--- config.mk ---
export PLATFORM = sky130hd
export DESIGN_NAME = axil_arbiter_flat
export DESIGN_NICKNAME = d
export VERILOG_FILES = /design/src/rtl/axil_arbiter_if.sv /design/src/rtl/axil_arbiter.sv /design/src/flat_wrapper.sv
export SDC_FILE = /design/constraint.sdc
export NUM_CORES = 1
export LEC_CHECK = 0
export ABC_AREA = 1
export BUFFER_PORTS_ARGS = -buffer_cell sky130_fd_sc_hd__buf_2
export CORE_AREA = 2 2 169 171
export CTS_CLUSTER_SIZE = 30
export DETAILED_ROUTE_END_ITERATION = 10
export DIE_AREA = 0 0 171 173
export PLACE_DENSITY = 0.39
export SLEW_MARGIN = 20
export SYNTH_ARGS = -nofsm -noshare
export SYNTH_HDL_FRONTEND = slang
export SYNTH_SLANG_ARGS = --single-unit
--- constraint.sdc ---
create_clock -name clk -period 1.7 [get_ports clk]
set_input_delay 0.085 -clock clk [delete_from_list [all_inputs] [get_ports clk]]
set_output_delay 0.085 -clock clk [all_outputs]
set_load 0.01 [all_outputs]
--- src/rtl/axil_arbiter_if.sv ---
// Bundled AXI4-Lite signals for the arbiter: flattened per-master upstream buses plus one downstream port.
interface axil_arbiter_if #(
  parameter int NUM_MASTERS = 2,
  parameter int ADDR_WIDTH  = 32,
  parameter int DATA_WIDTH  = 32
) ();

  logic [NUM_MASTERS-1:0]            m_awvalid, m_awready;
  logic [NUM_MASTERS*ADDR_WIDTH-1:0] m_awaddr;
  logic [NUM_MASTERS-1:0]            m_wvalid, m_wready;
  logic [NUM_MASTERS*DATA_WIDTH-1:0] m_wdata;
  logic [NUM_MASTERS-1:0]            m_bvalid, m_bready;
  logic [NUM_MASTERS*2-1:0]          m_bresp;
  logic [NUM_MASTERS-1:0]            m_arvalid, m_arready;
  logic [NUM_MASTERS*ADDR_WIDTH-1:0] m_araddr;
  logic [NUM_MASTERS-1:0]            m_rvalid, m_rready;
  logic [NUM_MASTERS*DATA_WIDTH-1:0] m_rdata;
  logic [NUM_MASTERS*2-1:0]          m_rresp;

  logic                  s_awvalid, s_awready;
  logic [ADDR_WIDTH-1:0] s_awaddr;
  logic                  s_wvalid, s_wready;
  logic [DATA_WIDTH-1:0] s_wdata;
  logic                  s_bvalid, s_bready;
  logic [1:0]            s_bresp;
  logic                  s_arvalid, s_arready;
  logic [ADDR_WIDTH-1:0] s_araddr;
  logic                  s_rvalid, s_rready;
  logic [DATA_WIDTH-1:0] s_rdata;
  logic [1:0]            s_rresp;

  // The arbiter sits on this side: slave to the upstream masters, master toward the register block.
  modport slave (
    input  m_awvalid, m_awaddr, m_wvalid, m_wdata, m_bready,
    input  m_arvalid, m_araddr, m_rready,
    output m_awready, m_wready, m_bvalid, m_bresp,
    output m_arready, m_rvalid, m_rdata, m_rresp,
    output s_awvalid, s_awaddr, s_wvalid, s_wdata, s_bready,
    output s_arvalid, s_araddr, s_rready,
    input  s_awready, s_wready, s_bvalid, s_bresp,
    input  s_arready, s_rvalid, s_rdata, s_rresp
  );

  modport master (
    output m_awvalid, m_awaddr, m_wvalid, m_wdata, m_bready,
    output m_arvalid, m_araddr, m_rready,
    input  m_awready, m_wready, m_bvalid, m_bresp,
    input  m_arready, m_rvalid, m_rdata, m_rresp,
    input  s_awvalid, s_awaddr, s_wvalid, s_wdata, s_bready,
    input  s_arvalid, s_araddr, s_rready,
    output s_awready, s_wready, s_bvalid, s_bresp,
    output s_arready, s_rvalid, s_rdata, s_rresp
  );

endinterface

--- src/rtl/axil_arbiter.sv ---
// Shares one AXI4-Lite slave among NUM_MASTERS masters, one transaction in flight at a time.
// Round-robin by default; define AXIL_ARB_FIXED_PRIO_EN for fixed lowest-index-wins priority.
module axil_arbiter #(
  parameter int NUM_MASTERS = 2,
  parameter int ADDR_WIDTH  = 32,
  parameter int DATA_WIDTH  = 32
) (
  input  logic                   clk,
  input  logic                   rst_n,
  axil_arbiter_if.slave          bus,
  output logic [NUM_MASTERS-1:0] grant,
  output logic                   busy
);

  localparam int IDXW = (NUM_MASTERS > 1) ? $clog2(NUM_MASTERS) : 1;

  typedef logic [IDXW-1:0] idx_t;
  typedef enum logic [1:0] {IDLE, WRITE, READ} state_t;

  state_t                 r_state, w_nextState;
  logic [NUM_MASTERS-1:0] r_grant;
  idx_t                   r_owner;
  logic                   r_awDone, r_wDone, r_arDone;

  logic [NUM_MASTERS-1:0] w_req, w_winnerOneHot;
  idx_t                   w_winner, w_muxIdx;
  logic                   w_anyReq;
  logic                   w_awHs, w_wHs, w_bHs, w_arHs, w_rHs;

`ifndef AXIL_ARB_FIXED_PRIO_EN
  idx_t r_lastWinner;

  function automatic idx_t rrIdx(input idx_t base, input int offset);
    return idx_t'((int'(base) + offset) % NUM_MASTERS);
  endfunction
`endif

  assign w_req          = bus.m_awvalid | bus.m_arvalid;
  assign w_anyReq       = |w_req;
  assign w_winnerOneHot = NUM_MASTERS'(1) << w_winner;

  // Loops run from the farthest candidate to the nearest so the nearest requester overwrites the rest.
  always_comb begin
    w_winner = '0;
`ifdef AXIL_ARB_FIXED_PRIO_EN
    for (int i = NUM_MASTERS - 1; i >= 0; i--) begin
      if (w_req[i]) w_winner = idx_t'(i);
    end
`else
    for (int i = NUM_MASTERS; i >= 1; i--) begin
      if (w_req[rrIdx(r_lastWinner, i)]) w_winner = rrIdx(r_lastWinner, i);
    end
`endif
  end

  assign w_awHs = bus.s_awvalid & bus.s_awready;
  assign w_wHs  = bus.s_wvalid  & bus.s_wready;
  assign w_bHs  = bus.s_bvalid  & bus.s_bready;
  assign w_arHs = bus.s_arvalid & bus.s_arready;
  assign w_rHs  = bus.s_rvalid  & bus.s_rready;

  always_comb begin
    w_nextState = r_state;
    case (r_state)
      IDLE: begin
        if (w_anyReq) w_nextState = bus.m_awvalid[w_winner] ? WRITE : READ;
      end
      WRITE: begin
        if (w_bHs) w_nextState = IDLE;
      end
      READ: begin
        if (w_rHs) w_nextState = IDLE;
      end
      default: w_nextState = IDLE;
    endcase
  end

  always_ff @(posedge clk or negedge rst_n) begin
    if (!rst_n) begin
      r_state  <= IDLE;
      r_grant  <= '0;
      r_owner  <= '0;
      r_awDone <= 1'b0;
      r_wDone  <= 1'b0;
      r_arDone <= 1'b0;
`ifndef AXIL_ARB_FIXED_PRIO_EN
      r_lastWinner <= idx_t'(NUM_MASTERS - 1);
`endif
    end else begin
      r_state <= w_nextState;
      case (r_state)
        IDLE: begin
          if (w_anyReq) begin
            r_owner  <= w_winner;
            r_grant  <= w_winnerOneHot;
            r_awDone <= 1'b0;
            r_wDone  <= 1'b0;
            r_arDone <= 1'b0;
`ifndef AXIL_ARB_FIXED_PRIO_EN
            r_lastWinner <= w_winner;
`endif
          end
        end
        WRITE: begin
          if (w_awHs) r_awDone <= 1'b1;
          if (w_wHs)  r_wDone  <= 1'b1;
          if (w_bHs) begin
            r_grant  <= '0;
            r_awDone <= 1'b0;
            r_wDone  <= 1'b0;
          end
        end
        READ: begin
          if (w_arHs) r_arDone <= 1'b1;
          if (w_rHs) begin
            r_grant  <= '0;
            r_arDone <= 1'b0;
          end
        end
        default: r_grant <= '0;
      endcase
    end
  end

  // Idle parks the address/data muxes on master 0; harmless since every valid is low then.
  assign w_muxIdx     = (r_state == IDLE) ? '0 : r_owner;
  assign bus.s_awaddr = bus.m_awaddr[int'(w_muxIdx)*ADDR_WIDTH +: ADDR_WIDTH];
  assign bus.s_araddr = bus.m_araddr[int'(w_muxIdx)*ADDR_WIDTH +: ADDR_WIDTH];
  assign bus.s_wdata  = bus.m_wdata[int'(w_muxIdx)*DATA_WIDTH +: DATA_WIDTH];

  always_comb begin
    bus.s_awvalid = 1'b0;
    bus.s_wvalid  = 1'b0;
    bus.s_bready  = 1'b0;
    bus.s_arvalid = 1'b0;
    bus.s_rready  = 1'b0;
    case (r_state)
      WRITE: begin
        bus.s_awvalid = bus.m_awvalid[r_owner] & ~r_awDone;
        bus.s_wvalid  = bus.m_wvalid[r_owner]  & ~r_wDone;
        bus.s_bready  = bus.m_bready[r_owner];
      end
      READ: begin
        bus.s_arvalid = bus.m_arvalid[r_owner] & ~r_arDone;
        bus.s_rready  = bus.m_rready[r_owner];
      end
      default: ;
    endcase
  end

  // Responses and readies reach the owner only; everyone else sees zeros.
  always_comb begin
    bus.m_awready = '0;
    bus.m_wready  = '0;
    bus.m_bvalid  = '0;
    bus.m_bresp   = '0;
    bus.m_arready = '0;
    bus.m_rvalid  = '0;
    bus.m_rdata   = '0;
    bus.m_rresp   = '0;
    for (int i = 0; i < NUM_MASTERS; i++) begin
      if ((r_state == WRITE) && (r_owner == idx_t'(i))) begin
        bus.m_awready[i]      = bus.s_awready & ~r_awDone;
        bus.m_wready[i]       = bus.s_wready  & ~r_wDone;
        bus.m_bvalid[i]       = bus.s_bvalid;
        bus.m_bresp[i*2 +: 2] = bus.s_bresp;
      end
      if ((r_state == READ) && (r_owner == idx_t'(i))) begin
        bus.m_arready[i]                      = bus.s_arready & ~r_arDone;
        bus.m_rvalid[i]                       = bus.s_rvalid;
        bus.m_rdata[i*DATA_WIDTH +: DATA_WIDTH] = bus.s_rdata;
        bus.m_rresp[i*2 +: 2]                 = bus.s_rresp;
      end
    end
  end

  assign grant = r_grant;
  assign busy  = (r_state != IDLE);

endmodule

--- src/flat_wrapper.sv ---
// flat-port wrapper written by rule: the top's interface ports become plain ports
module axil_arbiter_flat 
#(
  parameter int NUM_MASTERS = 2,
  parameter int ADDR_WIDTH  = 32,
  parameter int DATA_WIDTH  = 32
)
  (clk, rst_n, grant, busy, bus_m_awvalid, bus_m_awaddr, bus_m_wvalid, bus_m_wdata, bus_m_bready, bus_m_arvalid, bus_m_araddr, bus_m_rready, bus_m_awready, bus_m_wready, bus_m_bvalid, bus_m_bresp, bus_m_arready, bus_m_rvalid, bus_m_rdata, bus_m_rresp, bus_s_awvalid, bus_s_awaddr, bus_s_wvalid, bus_s_wdata, bus_s_bready, bus_s_arvalid, bus_s_araddr, bus_s_rready, bus_s_awready, bus_s_wready, bus_s_bvalid, bus_s_bresp, bus_s_arready, bus_s_rvalid, bus_s_rdata, bus_s_rresp);
  axil_arbiter_if #(.NUM_MASTERS(NUM_MASTERS), .ADDR_WIDTH(ADDR_WIDTH), .DATA_WIDTH(DATA_WIDTH)) bus_i ();
  input  logic clk;
  input  logic rst_n;
  output logic [NUM_MASTERS-1:0] grant;
  output logic busy;
  input wire logic [$bits(bus_i.m_awvalid)-1:0] bus_m_awvalid;
  input wire logic [$bits(bus_i.m_awaddr)-1:0] bus_m_awaddr;
  input wire logic [$bits(bus_i.m_wvalid)-1:0] bus_m_wvalid;
  input wire logic [$bits(bus_i.m_wdata)-1:0] bus_m_wdata;
  input wire logic [$bits(bus_i.m_bready)-1:0] bus_m_bready;
  input wire logic [$bits(bus_i.m_arvalid)-1:0] bus_m_arvalid;
  input wire logic [$bits(bus_i.m_araddr)-1:0] bus_m_araddr;
  input wire logic [$bits(bus_i.m_rready)-1:0] bus_m_rready;
  output wire logic [$bits(bus_i.m_awready)-1:0] bus_m_awready;
  output wire logic [$bits(bus_i.m_wready)-1:0] bus_m_wready;
  output wire logic [$bits(bus_i.m_bvalid)-1:0] bus_m_bvalid;
  output wire logic [$bits(bus_i.m_bresp)-1:0] bus_m_bresp;
  output wire logic [$bits(bus_i.m_arready)-1:0] bus_m_arready;
  output wire logic [$bits(bus_i.m_rvalid)-1:0] bus_m_rvalid;
  output wire logic [$bits(bus_i.m_rdata)-1:0] bus_m_rdata;
  output wire logic [$bits(bus_i.m_rresp)-1:0] bus_m_rresp;
  output wire logic [$bits(bus_i.s_awvalid)-1:0] bus_s_awvalid;
  output wire logic [$bits(bus_i.s_awaddr)-1:0] bus_s_awaddr;
  output wire logic [$bits(bus_i.s_wvalid)-1:0] bus_s_wvalid;
  output wire logic [$bits(bus_i.s_wdata)-1:0] bus_s_wdata;
  output wire logic [$bits(bus_i.s_bready)-1:0] bus_s_bready;
  output wire logic [$bits(bus_i.s_arvalid)-1:0] bus_s_arvalid;
  output wire logic [$bits(bus_i.s_araddr)-1:0] bus_s_araddr;
  output wire logic [$bits(bus_i.s_rready)-1:0] bus_s_rready;
  input wire logic [$bits(bus_i.s_awready)-1:0] bus_s_awready;
  input wire logic [$bits(bus_i.s_wready)-1:0] bus_s_wready;
  input wire logic [$bits(bus_i.s_bvalid)-1:0] bus_s_bvalid;
  input wire logic [$bits(bus_i.s_bresp)-1:0] bus_s_bresp;
  input wire logic [$bits(bus_i.s_arready)-1:0] bus_s_arready;
  input wire logic [$bits(bus_i.s_rvalid)-1:0] bus_s_rvalid;
  input wire logic [$bits(bus_i.s_rdata)-1:0] bus_s_rdata;
  input wire logic [$bits(bus_i.s_rresp)-1:0] bus_s_rresp;
  assign bus_i.m_awvalid = bus_m_awvalid;
  assign bus_i.m_awaddr = bus_m_awaddr;
  assign bus_i.m_wvalid = bus_m_wvalid;
  assign bus_i.m_wdata = bus_m_wdata;
  assign bus_i.m_bready = bus_m_bready;
  assign bus_i.m_arvalid = bus_m_arvalid;
  assign bus_i.m_araddr = bus_m_araddr;
  assign bus_i.m_rready = bus_m_rready;
  assign bus_m_awready = bus_i.m_awready;
  assign bus_m_wready = bus_i.m_wready;
  assign bus_m_bvalid = bus_i.m_bvalid;
  assign bus_m_bresp = bus_i.m_bresp;
  assign bus_m_arready = bus_i.m_arready;
  assign bus_m_rvalid = bus_i.m_rvalid;
  assign bus_m_rdata = bus_i.m_rdata;
  assign bus_m_rresp = bus_i.m_rresp;
  assign bus_s_awvalid = bus_i.s_awvalid;
  assign bus_s_awaddr = bus_i.s_awaddr;
  assign bus_s_wvalid = bus_i.s_wvalid;
  assign bus_s_wdata = bus_i.s_wdata;
  assign bus_s_bready = bus_i.s_bready;
  assign bus_s_arvalid = bus_i.s_arvalid;
  assign bus_s_araddr = bus_i.s_araddr;
  assign bus_s_rready = bus_i.s_rready;
  assign bus_i.s_awready = bus_s_awready;
  assign bus_i.s_wready = bus_s_wready;
  assign bus_i.s_bvalid = bus_s_bvalid;
  assign bus_i.s_bresp = bus_s_bresp;
  assign bus_i.s_arready = bus_s_arready;
  assign bus_i.s_rvalid = bus_s_rvalid;
  assign bus_i.s_rdata = bus_s_rdata;
  assign bus_i.s_rresp = bus_s_rresp;
  axil_arbiter #(.NUM_MASTERS(NUM_MASTERS), .ADDR_WIDTH(ADDR_WIDTH), .DATA_WIDTH(DATA_WIDTH)) u_core (.clk(clk), .rst_n(rst_n), .bus(bus_i), .grant(grant), .busy(busy));
endmodule
==> results.py, run 1 <==
metrics = {
    "power": {
        "power_per_cell_area_mw_per_mm2": 1430,
        "power.sequential.fraction_pct": 4.2,
        "p_total_mw": 9.285,
        "swShare_pct": 43.43,
        "p_sw_mw": 4.033,
        "comb_power_share_pct": 91.4,
        "power.leakage_nw": 3.820,
        "ir_worst_vdd_mv": 0.4233,
        "clock_power_share_pct": 4.5,
        "internal-power_mw": 5.252,
    },
    "sta": {
        "tightest_slew_ns": 0.2187,
        "finalCritPeriodShare_pct": 108.5,
        "fin_skew_ns": 0.004157,
        "setup_viol": 100,
        "period_minus_slack_ns": 1.844,
        "finalMaxSlewViolations": 0,
        "rsz0062_at_grt": "true",
        "worst_slack_ns": -0.1443,
        "tns_ns": -8.229,
        "slew-limit-headroom_pct": 85.27,
        "fmax_mhz": 542.2,
        "finalHoldViolations": 0,
    },
    "clock_tree": {
        "cts.sinks": 9,
        "cts_buffer_depth": 2,
        "root_buffer": "clkbuf_16",
        "clk_pin_slew_ns": 0.04,
        "clk_latency_ns": 0.23,
        "cts_inserted_buffers": 3,
        "cts_tree": "yes",
        "cts_htree_levels": 1,
    },
    "cells_and_area": {
        "utilization_pct": 23.49,
        "final_area_mm2": 0.006491,
        "fill_cells": 3058,
        "drive_above_1_share_pct": 79.95,
        "final_cells": 1162,
        "fin_nets": 1029,
        "syn_to_final_growth_pct": 170.3,
    },
    "detailed_routing": {
        "drt_pass1_iterations": 4,
        "routed_wl_um": 17650,
        "vias_per_cell": 3.487,
        "drc_errors": 0,
        "via_count": 4052,
        "drtIter0Drc": 121,
        "ant_nets": 0,
        "avgRoutedWirePerCell_um": 15.19,
    },
    "global_route": {
        "grtUsageTotal_pct": 10.02,
        "grt_pass1_wl_um": 22590,
        "globalRoute.totalOverflow": 0,
        "antenna_found_initial": 5,
        "grt_pass1_vias": 3769,
        "grt_max_degree": 37,
    },
    "synthesis": {
        "syn_area_per_cell_um2": 7.411,
        "netlist_area_mm2": 0.002401,
        "yosysTopAreaCell": "mux2_2",
        "yosysTopAreaCellShare_pct": 26.26,
        "yosysUniqueCellTypes": 24,
        "netlist_instances": 324,
        "yosysWarnings": 0,
        "synthTopCellsByArea": "mux2_2 (26%), mux2_4 (25%), nor2_1 (13%)",
        "synth_seq_area_share_pct": 9.432,
        "syn-num-nets": 569,
        "synth-seq-cells": 9,
    },
    "run_status": {
        "status": "finished with violations",
        "violations": "negative setup slack",
    },
    "placement": {
        "portBuffers": 430,
        "place.gp.congestion": 0.9592,
        "dp_hpwl_um": 13330,
        "dp_cells": 1127,
        "post_dp_cell_area_mm2": 0.005039,
    },
    "worst_setup_path": {
        "crit_path_max_fanout": 8,
        "worstPathRequired_ns": 1.62,
        "startpoint_type": "flip-flop",
        "worstPathArrival_ns": 1.76,
        "path_class": "reg2out",
        "endpoint_kind": "output pin",
    },
    "die": {
        "coreArea_mm2": 0.02763,
        "start_util_pct": 8.690,
        "row_count": 61,
        "pin_count": 431,
        "die-area_mm2": 0.02958,
        "die_w_um": 171,
        "die_h_um": 173,
    },
    "min_path": {
        "hold_path_class": "in2reg",
    },
    "flow_run": {
        "drv_cap": 0,
    },
}
[cell usage after synthesis, drive strengths merged]
cell	number
a21oi	3
clkbuf	1
o21ai	6
nor3	6
mux2	96
inv	55
dfrtp	8
a21o	1
nand3	7
clkinv	2
nand4	1
buf	16
and2	2
dfstp	1
nand2	37
nor2	82
[cells by family (layout without fill, tap and decap cells)]
logic type | after synthesis | count (layout) | synth area share [%]
multiplexers | 96 | 96 | 51.28
flip-flops | 9 | 9 | 9.432
buffers and inverters | 74 | 532 | 14.28
AO/OA/AOI/OAI | 10 | 10 | 2.189
other | 0 | 1 | 0
AND/OR/NAND/NOR | 135 | 136 | 22.82
[timing repair]
action	4_1_cts	5_1_grt
cloned	6	8
resized for setup	107	97
endpoints found under the setup margin	140	148
endpoints found under the hold margin	9	0
pin swaps	4	8
setup buffers	9	10
hold buffers	1	0
[stage by stage]
stage	hold slack (ns)	setup slack, ns
2_1_floorplan	-0.2106	0.2064
3_5_place_dp	-0.04280	0.03858
4_1_cts	0.1623	-0.1640
6_report	0.1606	-0.1443
3_3_place_gp	-0.04126	0.04697
5_1_grt	0.2067	-0.2118
[layout by cell type, fill, tap and decap left out, types with 2 or more instances in the layout]
master     count
inv_1         52
inv_4          2
mux2_4        68
nand2_1       33
buf_2        354
o21ai_2        2
and2_1         2
nor2_2        16
o21ai_0        4
clkinv_4       2
nand2_4        3
nor3_2         2
a21oi_1        3
nor2_4        25
nor2_1        41
buf_6         80
buf_12         6
buf_16         6
dfrtp_1        7
clkbuf_16     10
buf_4         17
mux2_2        28
nand3_1        7
nor3_1         4
[layer usage]
metal  vias to the layer above  track usage (%)  routed length (µm)
met5                         -                0                  46
met4                         8            1.448                 193
met3                        19            3.044                1916
met2                       231            17.25                8535
met1                      1839            12.47                6959
li1                       1955                -                   -
[power by group through the flow]
stage	Sequential [mW]	Clock, mW	Combinational (mW)
4_1_cts	0.396	0.422	7.33
2_1_floorplan	0.384	0	3.46
6_report	0.388	0.415	8.48
3_5_place_dp	0.389	0	5.57
5_1_grt	0.399	0.440	9.01
3_3_place_gp	0.389	0	5.61
[registers in the layout, summed over array words and instances (netlist names)]
| name | cells |
|---|---|
| u_core.r_awDone | 1 |
| u_core.r_arDone | 1 |
| u_core.r_state | 2 |
| u_core.grant | 2 |
| u_core.r_wDone | 1 |
| u_core.r_lastWinner | 1 |
| u_core.r_owner | 1 |
[cell type report]
type                    count  area (µm²)  share of cell area [%]
multi-input cells         242        2210                   34.04
flip-flops and latches      9       227.7                   3.508
well taps                 378       473.0                   7.286
diodes                      1       2.502                 0.03855
clock buffers               4       78.83                   1.214
repair buffers            471        3271                   50.39
inverters                  57       229.0                   3.527
[critical path: stages (launching register included)]
cell      delay (ns)
dfrtp_1         0.40
nor2_4          0.16
clkinv_4        0.11
nand2_8         0.14
buf_12          0.14
buf_16          0.15
mux2_4          0.31
buf_6           0.12
[worst paths after layout]
kind	startpoint	endpoint	slack (ns)	depth (start not counted)
max	u_core.r_state[1]$_DFFE_PN0P_	bus_s_araddr[17]	-0.14	7
min reg2reg	u_core.grant[1]$_DFFE_PN0P_	u_core.grant[1]$_DFFE_PN0P_	0.47	2
min	bus_s_wready	u_core.r_wDone$_DFFE_PN0P_	0.16	5
max in group asynchronous	rst_n	u_core.r_lastWinner$_DFFE_PN1P_	1.18	2
max reg2reg	u_core.r_state[0]$_DFFE_PN0P_	u_core.grant[1]$_DFFE_PN0P_	0.24	9
min in group asynchronous	rst_n	u_core.r_awDone$_DFFE_PN0P_	0.27	2
Power figures use the tool's default switching activity.
==> run 2, diff against run 1 <==
--- a/config.mk
+++ b/config.mk
@@ -7,11 +7,11 @@
 export LEC_CHECK = 0
 export ABC_AREA = 1
 export BUFFER_PORTS_ARGS = -buffer_cell sky130_fd_sc_hd__buf_2
-export CORE_AREA = 2 2 169 171
+export CORE_AREA = 2 2 165 167
 export CTS_CLUSTER_SIZE = 30
 export DETAILED_ROUTE_END_ITERATION = 10
-export DIE_AREA = 0 0 171 173
-export PLACE_DENSITY = 0.39
+export DIE_AREA = 0 0 167 169
+export PLACE_DENSITY = 0.4
 export SLEW_MARGIN = 20
 export SYNTH_ARGS = -nofsm -noshare
 export SYNTH_HDL_FRONTEND = slang
==> constraint.sdc (replaced) <==
create_clock -name clk -period 2.25 [get_ports clk]
set_input_delay 0.1125 -clock clk [delete_from_list [all_inputs] [get_ports clk]]
set_output_delay 0.1125 -clock clk [all_outputs]
set_load 0.01 [all_outputs]
==> run 2 against run 1 <==
  * The flow now finishes without violations
  * Critical endpoint is now bus_s_araddr[12]
  * Critical path depth down 1
  * Via count down 7.6%
  * Clock power decreased by 24%
  * Worst setup slack improved by 0.34 ns
  * Highest routed layer unchanged
  * Clock skew decreased by 0.0029 ns
  * Register-to-register slack improved by 0.47 ns
  * Wire length fell by 23%
  * Total power shrank 50%
==> results.py, run 2 (synthesized netlist as in run 1, its figures left out) <==
metrics = {
    "global_route": {
        "grt_pass1_vias": 3507,
        "globalRoute.totalOverflow": 0,
        "grtUsageTotal_pct": 8.412,
        "grt_max_degree": 38,
        "grt_pass1_wl_um": 19150,
        "antenna_found_initial": 1,
    },
    "worst_setup_path": {
        "rr_worst_depth": 9,
        "path_class": "reg2out",
        "worstPathArrival_ns": 1.94,
        "r2r-start": "u_core.r_state[1]$_DFFE_PN0P_",
        "crit_path_max_fanout": 15,
        "startpoint_type": "flip-flop",
        "critPathTopFamily": "buffers and inverters",
        "reg2reg_to": "u_core.r_arDone$_DFFE_PN0P_",
        "endpoint_kind": "output pin",
        "crit_chain": "nor2_4, clkinv_2, nand2_8, buf_4, mux2_2, buf_2",
        "worstPathRequired_ns": 2.14,
        "endpoint": "bus_s_araddr[12]",
        "reg2reg_setup_slack_ns": 0.71,
        "worst_path_max_delay_cell": "dfrtp_1",
        "crit_start": "u_core.r_state[0]$_DFFE_PN0P_",
        "cpPeakStageDelay_ns": 0.45,
        "cp.buffers_inverters": 3,
        "crit_cells": 6,
    },
    "detailed_routing": {
        "drtIter0Drc": 77,
        "avgRoutedWirePerCell_um": 12.51,
        "ant_nets": 0,
        "drt_pass1_iterations": 4,
        "via_count": 3745,
        "routed_wl_um": 13670,
        "vias_per_cell": 3.426,
        "drc_errors": 0,
    },
    "power": {
        "ir_worst_vdd_mv": 0.3856,
        "p_sw_mw": 2.240,
        "comb_power_share_pct": 86.2,
        "p_total_mw": 4.675,
        "swShare_pct": 47.91,
        "power.leakage_nw": 3.236,
        "clock_power_share_pct": 6.8,
        "internal-power_mw": 2.435,
        "power_per_cell_area_mw_per_mm2": 925.7,
        "power.sequential.fraction_pct": 7.0,
    },
    "sta": {
        "tightest_slew_ns": 0.4593,
        "slew-limit-headroom_pct": 69.38,
        "tns_ns": 0,
        "fin_skew_ns": 0.001228,
        "period_minus_slack_ns": 2.056,
        "finalMaxSlewViolations": 0,
        "fmax_mhz": 486.4,
        "setup_viol": 0,
        "rsz0062_at_grt": "false",
        "worst_slack_ns": 0.1939,
        "finalHoldViolations": 0,
        "finalCritPeriodShare_pct": 91.38,
    },
    "placement": {
        "dpl_worst_slack_ns": 0.3417,
        "place.gp.congestion": 0.7470,
        "dp_cells": 1088,
        "dp_hpwl_um": 12090,
        "portBuffers": 430,
    },
    "die": {
        "start_util_pct": 9.060,
        "row_count": 60,
        "die_w_um": 167,
        "pin_count": 431,
        "die-area_mm2": 0.02822,
        "coreArea_mm2": 0.02650,
        "die_h_um": 169,
    },
    "clock_tree": {
        "cts_tree": "yes",
        "clk_pin_slew_ns": 0.04,
        "clk_latency_ns": 0.23,
        "root_buffer": "clkbuf_16",
        "cts_inserted_buffers": 3,
        "cts_htree_levels": 1,
        "cts.sinks": 9,
        "cts_buffer_depth": 2,
    },
    "cells_and_area": {
        "fin_nets": 998,
        "final_common_cell": "buf_2",
        "layout_common_cells": "buf_2 (430), nor2_1 (81), mux2_2 (56), inv_1 (55), mux2_4 (40)",
        "n_antenna_cell": 0,
        "utilization_pct": 19.06,
        "syn_to_final_growth_pct": 110.3,
        "final_cells": 1093,
        "drive_above_1_share_pct": 72.34,
    },
    "run_status": {
        "status": "complete, no violations",
    },
    "min_path": {
        "worstHoldStart": "bus_s_awready",
        "hold_path_class": "in2reg",
    },
    "flow_run": {
        "drv_cap": 0,
    },
}
## run 2: cell count changes in the layout (fill, tap and decap cells not counted), sizes merged
cell,change
buf,-23
clkbuf,-7
nand2,-1
diode,-1
## run 2: how the worst min path moves through the flow
stage / end / slack (ns) / depth (start not counted)
floorplan: u_core.grant[0]$_DFFE_PN0P_ / -0.18 / 0
global placement: u_core.r_awDone$_DFFE_PN0P_ / -0.009 / 1
detailed placement: u_core.r_awDone$_DFFE_PN0P_ / -0.01 / 1
CTS: u_core.r_awDone$_DFFE_PN0P_ / 0.18 / 5
global route: u_core.r_wDone$_DFFE_PN0P_ / 0.21 / 5
finish: u_core.r_awDone$_DFFE_PN0P_ / 0.18 / 5
## run 2: worst reg2reg max path, cell delays in order, from the launching register on
cell,delay (ns)
dfrtp_1,0.40
inv_1,0.11
nor2_1,0.20
nand2_2,0.06
buf_4,0.25
o21ai_0,0.23
nand2_1,0.07
nand2_1,0.06
nand2_1,0.05
inv_1,0.04
## run 2: final cells by class
type | count | area [µm²]
flip-flops and latches | 9 | 226.5
fillers | 3022 | 21450
well taps | 341 | 426.7
multi-input cells | 241 | 1841
clock buffers | 4 | 78.83
inverters | 57 | 215.2
repair buffers | 441 | 2262
## run 2: metrics by stage
step | hold WS (ns) | cell area (µm²)
after detailed placement | -0.01058 | 4952
after CTS | 0.1781 | 5041
after global placement | -0.009458 | 4952
after floorplan | -0.1831 | 2401
final | 0.1831 | 5050
after global routing | 0.2139 | 5050
## run 2: repair_timing
action | in CTS | in global routing
gates resized for setup | 0 | 1
setup buffers | 0 | 0
hold buffers | 1 | 0
setup endpoints to repair | 0 | 1
endpoints found under the hold margin | 9 | 0
## run 2: power groups by stage
stage / combinational [mW] / sequential, mW / clock, mW
after floorplan: 2.61 / 0.290 / 0
after global placement: 4.09 / 0.319 / 0
after detailed placement: 4.06 / 0.322 / 0
after CTS: 4.08 / 0.321 / 0.326
after global routing: 4.37 / 0.340 / 0.332
final: 4.03 / 0.328 / 0.317
## run 2: layer usage
layer  part of all wire [%]  vias to the layer above  GRT usage (%)
met5                   0.13                        -              0
met4                   0.91                        2          1.312
met3                    8.4                       13          1.590
met2                     52                      210          16.00
met1                     38                     1641          9.909
li1                       -                     1879              -
==> run 3, diff against run 2 <==
--- a/config.mk
+++ b/config.mk
@@ -7,10 +7,11 @@
 export LEC_CHECK = 0
 export ABC_AREA = 1
 export BUFFER_PORTS_ARGS = -buffer_cell sky130_fd_sc_hd__buf_2
-export CORE_AREA = 2 2 165 167
+export CORE_AREA = 4 4 167 169
+export CTS_BUF_LIST = sky130_fd_sc_hd__clkbuf_16
 export CTS_CLUSTER_SIZE = 30
 export DETAILED_ROUTE_END_ITERATION = 10
-export DIE_AREA = 0 0 167 169
+export DIE_AREA = 0 0 171 173
 export PLACE_DENSITY = 0.4
 export SLEW_MARGIN = 20
 export SYNTH_ARGS = -nofsm -noshare
==> run 3 against run 2 <==
  * Worst setup slack improved by 0.018 ns
  * Clock-buffer cell count decreased by 1
  * Critical path depth unchanged
  * Critical path type unchanged
  * Worst hold slack got worse by 0.015 ns
==> results.py, run 3 (synthesized netlist as in run 1, its figures left out) <==
metrics = {
    "run_status": {
        "status": "complete, no violations",
    },
    "cells_and_area": {
        "syn_to_final_growth_pct": 110.6,
        "drive_above_1_share_pct": 72.38,
        "final_common_cell": "buf_2",
        "layout_common_cells": "buf_2 (430), nor2_1 (81), mux2_2 (56), inv_1 (56), mux2_4 (40)",
        "utilization_pct": 19.03,
        "fin_nets": 999,
        "n_antenna_cell": 0,
    },
    "clock_tree": {
        "cts.sinks": 9,
        "cts_inserted_buffers": 3,
        "cts_htree_levels": 1,
        "clk_pin_slew_ns": 0.04,
        "cts_buffer_depth": 2,
        "cts_tree": "yes",
        "root_buffer": "clkbuf_16",
        "postCtsSetupRepairBufs": 0,
        "clk_latency_ns": 0.24,
    },
    "sta": {
        "tns_ns": 0,
        "finalCritPeriodShare_pct": 90.56,
        "fmax_mhz": 490.8,
        "period_minus_slack_ns": 2.038,
        "tightest_slew_ns": 0.4450,
        "finalMaxSlewViolations": 0,
        "setup_viol": 0,
        "finalHoldViolations": 0,
        "slew-limit-headroom_pct": 70.34,
        "fin_skew_ns": 0.004056,
        "rsz0062_at_grt": "false",
    },
    "global_route": {
        "grt_util_met3_pct": 1.440,
        "grt_max_degree": 37,
        "grtUsageMet2_pct": 17.81,
        "grt_pass1_wl_um": 21150,
        "grtUsageMet1_pct": 10.13,
        "grt-busiest-layer": "met2",
        "globalRoute.totalOverflow": 0,
        "antenna_found_initial": 0,
        "grtUsageTotal_pct": 8.970,
        "grt_pass1_vias": 3779,
    },
    "placement": {
        "portBuffers": 430,
        "place.gp.congestion": 0.8762,
        "dp_hpwl_um": 13460,
    },
    "worst_setup_path": {
        "reg2reg_setup_slack_ns": 0.76,
        "crit_path_max_fanout": 16,
        "cpPeakStageDelay_ns": 0.45,
        "startpoint_type": "flip-flop",
        "worstPathArrival_ns": 1.93,
        "endpoint_kind": "output pin",
        "rr_worst_depth": 6,
        "worst_path_max_delay_cell": "dfrtp_1",
        "path_class": "reg2out",
        "worstPathRequired_ns": 2.14,
        "crit_chain": "nor2_4, clkinv_2, nand2_8, buf_4, mux2_2, buf_2",
    },
    "power": {
        "ir_worst_vdd_mv": 0.2749,
        "power_per_cell_area_mw_per_mm2": 931.7,
        "power.leakage_nw": 3.244,
    },
    "detailed_routing": {
        "drc_errors": 0,
        "vias_per_cell": 3.386,
        "drtIter0Drc": 74,
        "via_count": 3704,
        "routed_wl_um": 14930,
        "drt_pass1_iterations": 4,
        "avgRoutedWirePerCell_um": 13.64,
        "ant_nets": 0,
    },
    "die": {
        "die-area_mm2": 0.02958,
        "die_w_um": 171,
        "row_count": 60,
        "die_h_um": 173,
        "pin_count": 431,
        "coreArea_mm2": 0.02658,
        "start_util_pct": 9.035,
    },
    "min_path": {
        "holdPathStages": 5,
        "hold_path_class": "in2reg",
    },
    "flow_run": {
        "drv_cap": 0,
    },
}
[run 3: cell types whose count changed in the layout (fill, tap and decap cells not counted)]
| cell | previous run | this run |
|---|---|---|
| clkbuf_1 | 1 | 0 |
| inv_1 | 55 | 56 |
| buf_4 | 8 | 9 |
[run 3: timing repair]
item	4_1_cts	5_1_grt
gates resized for setup	0	1
hold endpoints to repair	9	0
hold buffers	1	0
setup endpoints to repair	0	3
[run 3: power breakdown]
group          leakage (nW)  total, mW  internal, mW  switching, mW
sequential            0.114      0.325         0.236         0.0889
combinational          3.09       4.07          1.98           2.10
clock                0.0423      0.316         0.233         0.0832
total                  3.24       4.71          2.44           2.27
[run 3: cell type report]
cell class	instances	area, µm²
sequential	9	226.5
clock buffer	3	75.07
timing repair buffer	442	2270
fill	3041	21520
tap	341	426.7
inverter	57	215.2
clock inverter	1	3.754
multi-input combinational	241	1841
[run 3: path summary, 6_finish.rpt]
kind,from,endpoint
hold reg to reg,u_core.r_lastWinner$_DFFE_PN1P_,u_core.r_lastWinner$_DFFE_PN1P_
max in group asynchronous,rst_n,u_core.r_lastWinner$_DFFE_PN1P_
min in group asynchronous,rst_n,u_core.r_owner$_DFFE_PN0P_
setup / recovery,u_core.r_state[0]$_DFFE_PN0P_,bus_s_wdata[20]
hold / removal,bus_s_arready,u_core.r_arDone$_DFFE_PN0P_
setup reg to reg,u_core.r_owner$_DFFE_PN0P_,u_core.r_awDone$_DFFE_PN0P_
[run 3: layer usage]
layer / routed length (µm) / vias up
met4: 63 / 0
met1: 5543 / 1625
met3: 1328 / 4
met5: 0 / -
met2: 7989 / 194
li1: - / 1881
[run 3: worst max-delay path, delay by kind of cell (launching register included)]
kind / cells / cell delay (ns)
buffers and inverters: 3 / 0.50
AND/OR/NAND/NOR: 2 / 0.35
flip-flops: 1 / 0.45
multiplexers: 1 / 0.38
[run 3: stage by stage]
| stage | hold slack (ns) | cells | setup slack [ns] | cell area (µm²) | power (mW) |
|---|---|---|---|---|---|
| final | 0.1686 | 1094 | 0.2123 | 5057 | 4.712 |
| after global routing | 0.2072 | 1094 | 0.05017 | 5057 | 5.127 |
| after CTS | 0.1680 | 1094 | 0.03202 | 5049 | 4.814 |
| after detailed placement | -0.01362 | 1089 | 0.3172 | 4960 | 4.461 |
| after global placement | -0.01462 | 1089 | 0.3739 | 4960 | 4.463 |
| after floorplan | -0.1831 | 324 | 0.7289 | 2401 | 2.903 |
